--- src/rtl/tick_scheduler.sv ---
// Tick prescaler, hh:mm:ss time of day and N_EVT periodic event channels with a
// fixed-priority valid/ready event presenter. Optional alarm via TICK_SCHED_ALARM_EN.
module tick_scheduler #(
    parameter int CLK_HZ       = 50_000_000,
    parameter int ACCEL_FACTOR = 60,
    parameter int N_EVT        = 4,
    parameter int PER_W        = 8
) (
    input  logic             clk,
    input  logic             rst,
    input  logic             acelerar,
    input  logic             pause,
    input  logic             cfg_we,
    input  logic [2:0]       cfg_idx,
    input  logic [PER_W-1:0] cfg_period,
    output logic             evt_valid,
    output logic [2:0]       evt_id,
    input  logic             evt_ready,
    output logic             sec_tick,
    output logic             accel_led,
    output logic [4:0]       hh,
    output logic [5:0]       mm,
    output logic [5:0]       ss
`ifdef TICK_SCHED_ALARM_EN
    ,
    input  logic [4:0]       alarm_hh,
    input  logic [5:0]       alarm_mm,
    input  logic             alarm_on,
    output logic             alarm
`endif
);

    localparam int PRE_W = $clog2(CLK_HZ);
    localparam logic [PRE_W-1:0] LIM_NORM  = PRE_W'(CLK_HZ - 1);
    localparam logic [PRE_W-1:0] LIM_ACCEL = PRE_W'(CLK_HZ / ACCEL_FACTOR - 1);

    // Handshake: an event transfers on any edge where evt_valid && evt_ready; while
    // evt_valid=1 and evt_ready=0 the presented evt_id is held stable.

    logic [PRE_W-1:0] presc;
    logic [PRE_W-1:0] lim;
    logic             tick_now;

    assign lim      = accel_led ? LIM_ACCEL : LIM_NORM;
    // A mode toggle restarts the prescaler and suppresses the tick on that edge.
    assign tick_now = !pause && !acelerar && (presc == lim);

    always_ff @(posedge clk) begin
        if (rst) begin
            presc     <= '0;
            accel_led <= 1'b0;
            sec_tick  <= 1'b0;
        end else begin
            sec_tick <= tick_now;
            if (acelerar) begin
                accel_led <= ~accel_led;
                presc     <= '0;
            end else if (!pause) begin
                presc <= (presc == lim) ? '0 : presc + 1'b1;
            end
        end
    end

    logic [4:0] hh_n;
    logic [5:0] mm_n;
    logic [5:0] ss_n;

    always_comb begin
        ss_n = (ss == 6'd59) ? 6'd0 : ss + 6'd1;
        mm_n = mm;
        hh_n = hh;
        if (ss == 6'd59) begin
            mm_n = (mm == 6'd59) ? 6'd0 : mm + 6'd1;
            if (mm == 6'd59) hh_n = (hh == 5'd23) ? 5'd0 : hh + 5'd1;
        end
    end

    always_ff @(posedge clk) begin
        if (rst) begin
            hh <= 5'd0;
            mm <= 6'd0;
            ss <= 6'd0;
        end else if (tick_now) begin
            hh <= hh_n;
            mm <= mm_n;
            ss <= ss_n;
        end
    end

`ifdef TICK_SCHED_ALARM_EN
    always_ff @(posedge clk) begin
        if (rst) alarm <= 1'b0;
        else     alarm <= tick_now && alarm_on && (hh_n == alarm_hh) &&
                          (mm_n == alarm_mm) && (ss_n == 6'd0);
    end
`endif

    logic [PER_W-1:0] period [N_EVT];
    logic [PER_W-1:0] cnt    [N_EVT];
    logic [N_EVT-1:0] pending;
    logic [N_EVT-1:0] expire;
    logic [N_EVT-1:0] cfg_hit;

    always_comb begin
        expire  = '0;
        cfg_hit = '0;
        for (int k = 0; k < N_EVT; k++) begin
            expire[k]  = tick_now && (period[k] != '0) && (cnt[k] == PER_W'(1));
            cfg_hit[k] = cfg_we && (cfg_idx == 3'(k));
        end
    end

    always_ff @(posedge clk) begin
        for (int k = 0; k < N_EVT; k++) begin
            if (rst) begin
                period[k] <= '0;
                cnt[k]    <= '0;
            end else if (cfg_hit[k]) begin
                period[k] <= cfg_period;
                cnt[k]    <= cfg_period;
            end else if (tick_now && (period[k] != '0)) begin
                cnt[k] <= expire[k] ? period[k] : cnt[k] - 1'b1;
            end
        end
    end

    logic [N_EVT-1:0] pend_n;
    logic             held;
    logic [2:0]       id_n;

    // Priority per channel: configuration write > expiry > transfer clear.
    always_comb begin
        pend_n = pending;
        for (int k = 0; k < N_EVT; k++) begin
            if (evt_valid && evt_ready && (evt_id == 3'(k))) pend_n[k] = 1'b0;
            if (expire[k])  pend_n[k] = 1'b1;
            if (cfg_hit[k]) pend_n[k] = 1'b0;
        end
        held = 1'b0;
        for (int k = 0; k < N_EVT; k++) begin
            if (evt_id == 3'(k)) held = pend_n[k];
        end
        id_n = 3'd0;
        for (int k = N_EVT - 1; k >= 0; k--) begin
            if (pend_n[k]) id_n = 3'(k);
        end
        if (evt_valid && !evt_ready && held) id_n = evt_id;
    end

    always_ff @(posedge clk) begin
        if (rst) begin
            pending   <= '0;
            evt_valid <= 1'b0;
            evt_id    <= 3'd0;
        end else begin
            pending   <= pend_n;
            evt_valid <= |pend_n;
            evt_id    <= id_n;
        end
    end

endmodule
--- config.mk ---
export PLATFORM = sky130hd
export DESIGN_NAME = tick_scheduler
export DESIGN_NICKNAME = d
export VERILOG_FILES = /design/src/rtl/tick_scheduler.sv
export SDC_FILE = /design/constraint.sdc
export NUM_CORES = 1
export LEC_CHECK = 0
export ABC_AREA = 1
export BUFFER_PORTS_ARGS = -buffer_cell sky130_fd_sc_hd__buf_2
export CORE_MARGIN = 5
export CORE_UTILIZATION = 35
export DETAILED_ROUTE_END_ITERATION = 10
export PLACE_DENSITY_LB_ADDON = 0.08
export SLEW_MARGIN = 20
export SYNTH_ARGS = -nofsm -noshare
export SYNTH_HDL_FRONTEND = slang
export SYNTH_SLANG_ARGS = --single-unit
--- constraint.sdc ---
create_clock -name clk -period 2.3 [get_ports clk]
set_input_delay 0.115 -clock clk [delete_from_list [all_inputs] [get_ports clk]]
set_output_delay 0.115 -clock clk [all_outputs]
set_load 0.01 [all_outputs]
==> impl_metrics.ini, run 1 <==
[critical_path]
max_stage_delay_ns = 0.39
critPathCaptureType = flip-flop
path_cells = buf_4 > xnor2_1 > nand4_1 > nor4_1 > buf_4 > nand4_1 > nor2_4 > inv_1 > nand2_1 > a21oi_1
path_buf_inv = 3
slowest_stage = nor4_1
path_class = flip-flop to flip-flop
cp-start-kind = flip-flop
arrival_ns = 2.46
cpLargestDelayFamily = simple AND/OR/NAND/NOR gates
crit_path_max_fanout = 10
cp.required_ns = 2.60

[die]
initial_utilization = 0.3527
dieArea_um2 = 21560
rows = 50
die_h_um = 146.8
core_area_um2 = 18580
io_pins = 40
die_w_um = 146.8

[synth]
syn-num-nets = 846
synth_cells = 817
synth.distinct_cells = 53
async_reset_ff_frac = 0
syn-cell-area_um2 = 6554
synth_edf_count = 64
avgSynthCellArea_um2 = 8.022
yosysWarningCount = 0
ys_seq_area_frac = 0.4521
synth-main-ff-cell = edfxtp_1
ys_ff_latch = 116

[clocking]
cts.path.max_buffers = 2
path_clk_slew_ns = 0.06
clkSinkCount = 116
cts_made_buffers = 17
cts_tree = yes
clkLatencyLatePin_ns = 0.42
htreeDepth = 4
root_buffer = clkbuf_16

[grt]
grt_pass1_wl_um = 27320
grt_max_degree = 17
grt_overflow = 0
grt_usage = 0.1574
antenna_found_initial = 0
grt_pass1_vias = 5422

[cells_and_area]
final_common_cell = nor2_1
areaGrowthSynthToFinish_pct = 19.85
fin_area_um2 = 7855
mostFrequentLayoutCells = nor2_1, nand2_1, inv_1
fillers = 1859
diodes = 0
layout-drive-gt1-share = 0.1683
nets = 925

[place]
port_buffers = 38
gp_congestion = 0.8841
dpl.hpwl_um = 12780
place_area_um2 = 7174

[timing]
post-route-period-util = 0.9422
finalClockSkew_ns = 0.02175
fmax_mhz = 461.5
rsz0062_at_grt = true
fin_crit_ns = 2.167
holdWs_ns = 0.04393
finalMaxSlewViolations = 0
finalHoldViolCount = 0
setup_viol = 0

[routing]
vias = 5757
drtPass1Iterations = 5
wire_per_inst_um = 14.91
ant_nets = 0
drtIter0Drc = 371
viasPerCell = 5.037
wirelength_um = 17050
drcViolationCount = 0

[power_and_ir_drop]
p_per_area_nw_per_um2 = 664.7
leakage_nw = 3.158
vdd_drop_max_mv = 0.4899

[outcome]
status = finished, final reports clean

[flow_run]
maxCapViolations = 0

[worst_hold_path]
min_path_type = primary input to flip-flop
==> worst register-to-register path, stage by stage (launching register included) <==
cell and delay (ns):
dfxtp_1 0.36, buf_4 0.22, xnor2_1 0.14, nand4_1 0.14, nor4_1 0.39, buf_4 0.19, nand4_1 0.20, nor2_4 0.21
inv_1 0.09, nand2_1 0.06, a21oi_1 0.05
==> per-stage QoR <==
stage / util / total power, mW / std cells / setup TNS, ns / setup slack (ns)
after detailed placement: 0.3861 / 2.673 / 1104 / 0 / 0.09245
after floorplan: - / 2.564 / 817 / 0 / 0.3128
after global routing: 0.4228 / 5.424 / 1143 / -0.03320 / -0.01934
after global placement: 0.3861 / 2.670 / 1104 / 0 / 0.08794
final: 0.4228 / 5.222 / 1143 / 0 / 0.1329
after CTS: 0.4180 / 5.293 / 1137 / 0 / 0.08945
==> routing by layer <==
layer,vias to the layer above,global-route usage,part of all wire
li1,2900,-,-
met3,17,0.03547,0.048
met2,171,0.2630,0.49
met4,0,0.05268,0.014
met1,2669,0.2015,0.45
met5,-,0,0
==> final timing paths <==
check        slack, ns  cells past startpoint                    from                    end
min               0.04                      3                   pause  presc[1]$_SDFFE_PP0N_
max               0.13                     10  accel_led$_SDFFE_PP0P_     hh[4]$_SDFFE_PP0P_
min reg2reg       0.51                      2      hh[3]$_SDFFE_PP0P_     hh[3]$_SDFFE_PP0P_
max reg2reg       0.13                     10  accel_led$_SDFFE_PP0P_     hh[4]$_SDFFE_PP0P_
==> cell families (layout without fill, tap and decap cells) <==
| logic type | count (synthesis) | after routing | synth area share |
|---|---|---|---|
| xor+xnor | 35 | 35 | 0.04677 |
| fa+ha+maj | 12 | 12 | 0.02291 |
| buf+inv | 130 | 222 | 0.07942 |
| compound gates | 108 | 108 | 0.1016 |
| other cells | 1 | 1 | 0.0005722 |
| simple gates | 415 | 415 | 0.2967 |
| flops | 116 | 116 | 0.4521 |
==> final cells by class <==
class	count	area, um^2	area share
Multi-Input combinational cell	571	3097	0.3942
Sequential cell	116	2970	0.3781
Timing Repair Buffer	75	470.5	0.05989
Inverter	115	442.9	0.05639
Clock buffer	17	425.4	0.05416
Tap cell	234	292.8	0.03727
Clock inverter	15	156.4	0.01991
==> sequential cells by signal (all words and copies together), names as in the netlist <==
signal	count
sec_tick	1
mm	6
period	32
evt_id	2
ss	6
evt_valid	1
accel_led	1
presc	26
pending	4
hh	5
cnt	32
==> synth_stat cells (4+ instances only) <==
library cell  number  share of area
or2_2              4         0.0038
buf_2              4         0.0031
nor4_1            16          0.015
nor3_1            17          0.013
nand4_1           15          0.014
o21ai_0           38          0.029
o211ai_1           4         0.0046
xor2_1            16          0.021
o22ai_1           11          0.011
nand2_2            8         0.0076
a21oi_1           21          0.016
dfxtp_1           52           0.16
xnor2_1           19          0.025
clkbuf_1           4         0.0023
nand3b_1           4         0.0046
inv_2              5         0.0029
edfxtp_1          64           0.29
nand2_1          133          0.076
ha_1              12          0.023
nor2_2             4         0.0038
nor2_4            10          0.017
a211oi_1           6         0.0069
o221ai_1          10          0.013
nor2_1           140          0.080
inv_1            107          0.061
nand3_1           49          0.037
==> repair_timing <==
action / 4_1_cts / 5_1_grt
setup buffers: 0 / 6
hold buffers: 1 / 0
endpoints found under the hold margin: 1 / 0
endpoints found under the setup margin: 0 / 47
gates resized for setup: 0 / 15
==> where the power goes <==
part	switching (mW)	total, mW	internal, mW	leakage [nW]
Combinational	0.203	0.306	0.103	1.86
Clock	0.997	2.59	1.59	0.264
Sequential	0.0551	2.32	2.27	1.04
(Power assumes the default switching activity.)
==> inputs of run 2 (changes only) <==
==> constraint.sdc (replaced) <==
create_clock -name clk -period 2.3 [get_ports clk]
set_input_delay 0 -clock clk [delete_from_list [all_inputs] [get_ports clk]]
set_output_delay 0 -clock clk [all_outputs]
set_load 0.01 [all_outputs]
==> run 2 against run 1 <==
Against the previous run: first-iteration DRC count down 17%; sequential share of layout area decreased by 0.24 points; clock power increased by 6%; flip-flop and latch count unchanged; utilization rose by 0.29 points; worst hold slack lost 0.023 ns; final area increased by 0.69%; global-route usage rose by 0.56 points; final cell count is the same; via count is 1.5% lower; routed wire length up 2.3%.
==> impl_metrics.ini, run 2 (synthesized netlist as in run 1, its figures left out) <==
[timing]
rsz0062_at_grt = true
finalClockSkew_ns = 0.009830
max_slew_margin = 0.6644
finalHoldViolCount = 0
setup_viol = 0
tightest_slew_ns = 0.5021
fmax_mhz = 452.8
post-route-period-util = 0.9603
final.setup.worst_slack_ns = 0.09131
fin_crit_ns = 2.209
finalMaxSlewViolations = 0

[place]
place_area_um2 = 7137
post-place-ws_ns = -0.01679
place_inst = 1099
dpl.hpwl_um = 12790
port_buffers = 38
gp_congestion = 0.8425

[clocking]
root_buffer = clkbuf_16
htreeDepth = 4
clkSinkCount = 116
cts.path.max_buffers = 2
cts_tree = yes
cts_made_buffers = 17
path_clk_slew_ns = 0.06
clkLatencyLatePin_ns = 0.42

[cells_and_area]
areaGrowthSynthToFinish_pct = 20.68
diodes = 0
mostFrequentLayoutCells = nor2_1, nand2_1, inv_1
final_common_cell = nor2_1
fin_area_um2 = 7909
largest_registers = cnt x32, period x32, presc x26
layout-drive-gt1-share = 0.1727
finalNonFillerCells = 1143
nets = 925

[critical_path]
max_stage_delay_ns = 0.38
path_cells = ha_1 > inv_1 > nor2_4 > inv_2 > nor2_4 > nand2_2 > nor2_4 > nand2_4 > nor2_4 > nand2_2 > nor2_4 > nand2_2 > nor2_4 > nand3_2 > nor2_2 > nand2_1 > o21ai_1 > nor2_1
crit_path_max_fanout = 6
slowest_stage = dfxtp_4
path_buf_inv = 2
cpLargestDelayFamily = simple AND/OR/NAND/NOR gates
arrival_ns = 2.52
cp.required_ns = 2.61
cp-start-kind = flip-flop
rr_worst_depth = 18
r2r_start = presc[0]$_SDFFE_PP0N_
setup.reg_to_reg.worst_slack_ns = 0.09
path_class = flip-flop to flip-flop
reg2reg_to = presc[22]$_SDFFE_PP0N_
cpMostUsedCell = nor2_4
critPathCaptureType = flip-flop

[worst_hold_path]
min_to = pending[2]$_SDFF_PP0_
min_path_type = primary input to flip-flop
hold_depth = 5
min_from = cfg_idx[0]

[die]
rows = 50
die_w_um = 146.8
initial_utilization = 0.3527
die_h_um = 146.8
io_pins = 40
dieArea_um2 = 21560
core_area_um2 = 18580

[power_and_ir_drop]
leakage_nw = 3.188
p_per_area_nw_per_um2 = 681.0
vdd_drop_max_mv = 0.4911
power_mw = 5.386

[grt]
grt_pass1_wl_um = 28280
grt_usage = 0.1630
antenna_found_initial = 0
grt_max_degree = 17
grt_pass1_vias = 5649
grt_overflow = 0

[routing]
vias = 5671
drcViolationCount = 0
wire_per_inst_um = 15.25
drtIter0Drc = 308
ant_nets = 0
viasPerCell = 4.962
wirelength_um = 17430
drtPass1Iterations = 5

[outcome]
status = finished, final reports clean

[flow_run]
maxCapViolations = 0
## run 2: worst max path at each step
stage	slack [ns]	start	endpoint	cells after the start
floorplan	0.31	presc[0]$_SDFFE_PP0N_	presc[22]$_SDFFE_PP0N_	18
global placement	0.02	presc[0]$_SDFFE_PP0N_	presc[22]$_SDFFE_PP0N_	18
detailed placement	-0.02	presc[0]$_SDFFE_PP0N_	presc[22]$_SDFFE_PP0N_	18
CTS	0.004	presc[1]$_SDFFE_PP0N_	presc[22]$_SDFFE_PP0N_	18
global route	-0.09	presc[0]$_SDFFE_PP0N_	presc[22]$_SDFFE_PP0N_	18
finish	0.09	presc[0]$_SDFFE_PP0N_	presc[22]$_SDFFE_PP0N_	18
## run 2: cell type report
cell class	instances	area (um^2)
fill	1837	10670
multi-input combinational	571	3114
sequential	116	2972
timing repair buffer	75	485.5
inverter	115	439.2
clock buffer	17	425.4
tap	234	292.8
clock inverter	15	180.2
## run 2: stage by stage
step | util | hold WS, ns | setup TNS [ns]
floorplan | - | 0.1368 | 0
global route | 0.4257 | 0.07323 | -0.08643
finish | 0.4257 | 0.02057 | 0
global placement | 0.3841 | 0.3250 | 0
detailed placement | 0.3841 | 0.3221 | -0.01679
CTS | 0.4189 | 0.01075 | 0
## run 2: power by group
part           switching (mW)  internal, mW  leakage (nW)
logic                   0.205         0.105          1.86
registers              0.0572          2.27          1.04
clock network            1.04          1.71         0.291
## run 2: metal layers
metal / vias to the layer above / GRT usage / part of all wire
li1: 2899 / - / -
met1: 2616 / 0.2028 / 0.46
met2: 131 / 0.2782 / 0.48
met3: 25 / 0.03547 / 0.043
met4: 0 / 0.05927 / 0.015
met5: - / 0 / 0
## run 2: worst reg2reg max path, cell delays in order, from the launching register on
cell and delay, ns:
dfxtp_4 0.38, ha_1 0.15, inv_1 0.06, nor2_4 0.09
inv_2 0.05, nor2_4 0.10, nand2_2 0.09, nor2_4 0.12
nand2_4 0.08, nor2_4 0.13, nand2_2 0.09, nor2_4 0.10
nand2_2 0.08, nor2_4 0.11, nand3_2 0.08, nor2_2 0.11
nand2_1 0.08, o21ai_1 0.14, nor2_1 0.05
## run 2: timing repair
item                       4_1_cts  5_1_grt
gates cloned                     0        0
pin swaps                        0        3
hold buffers                     4        0
setup buffers                    0        8
resized for setup                1       21
hold endpoints to repair        14        0
setup endpoints to repair        1       70
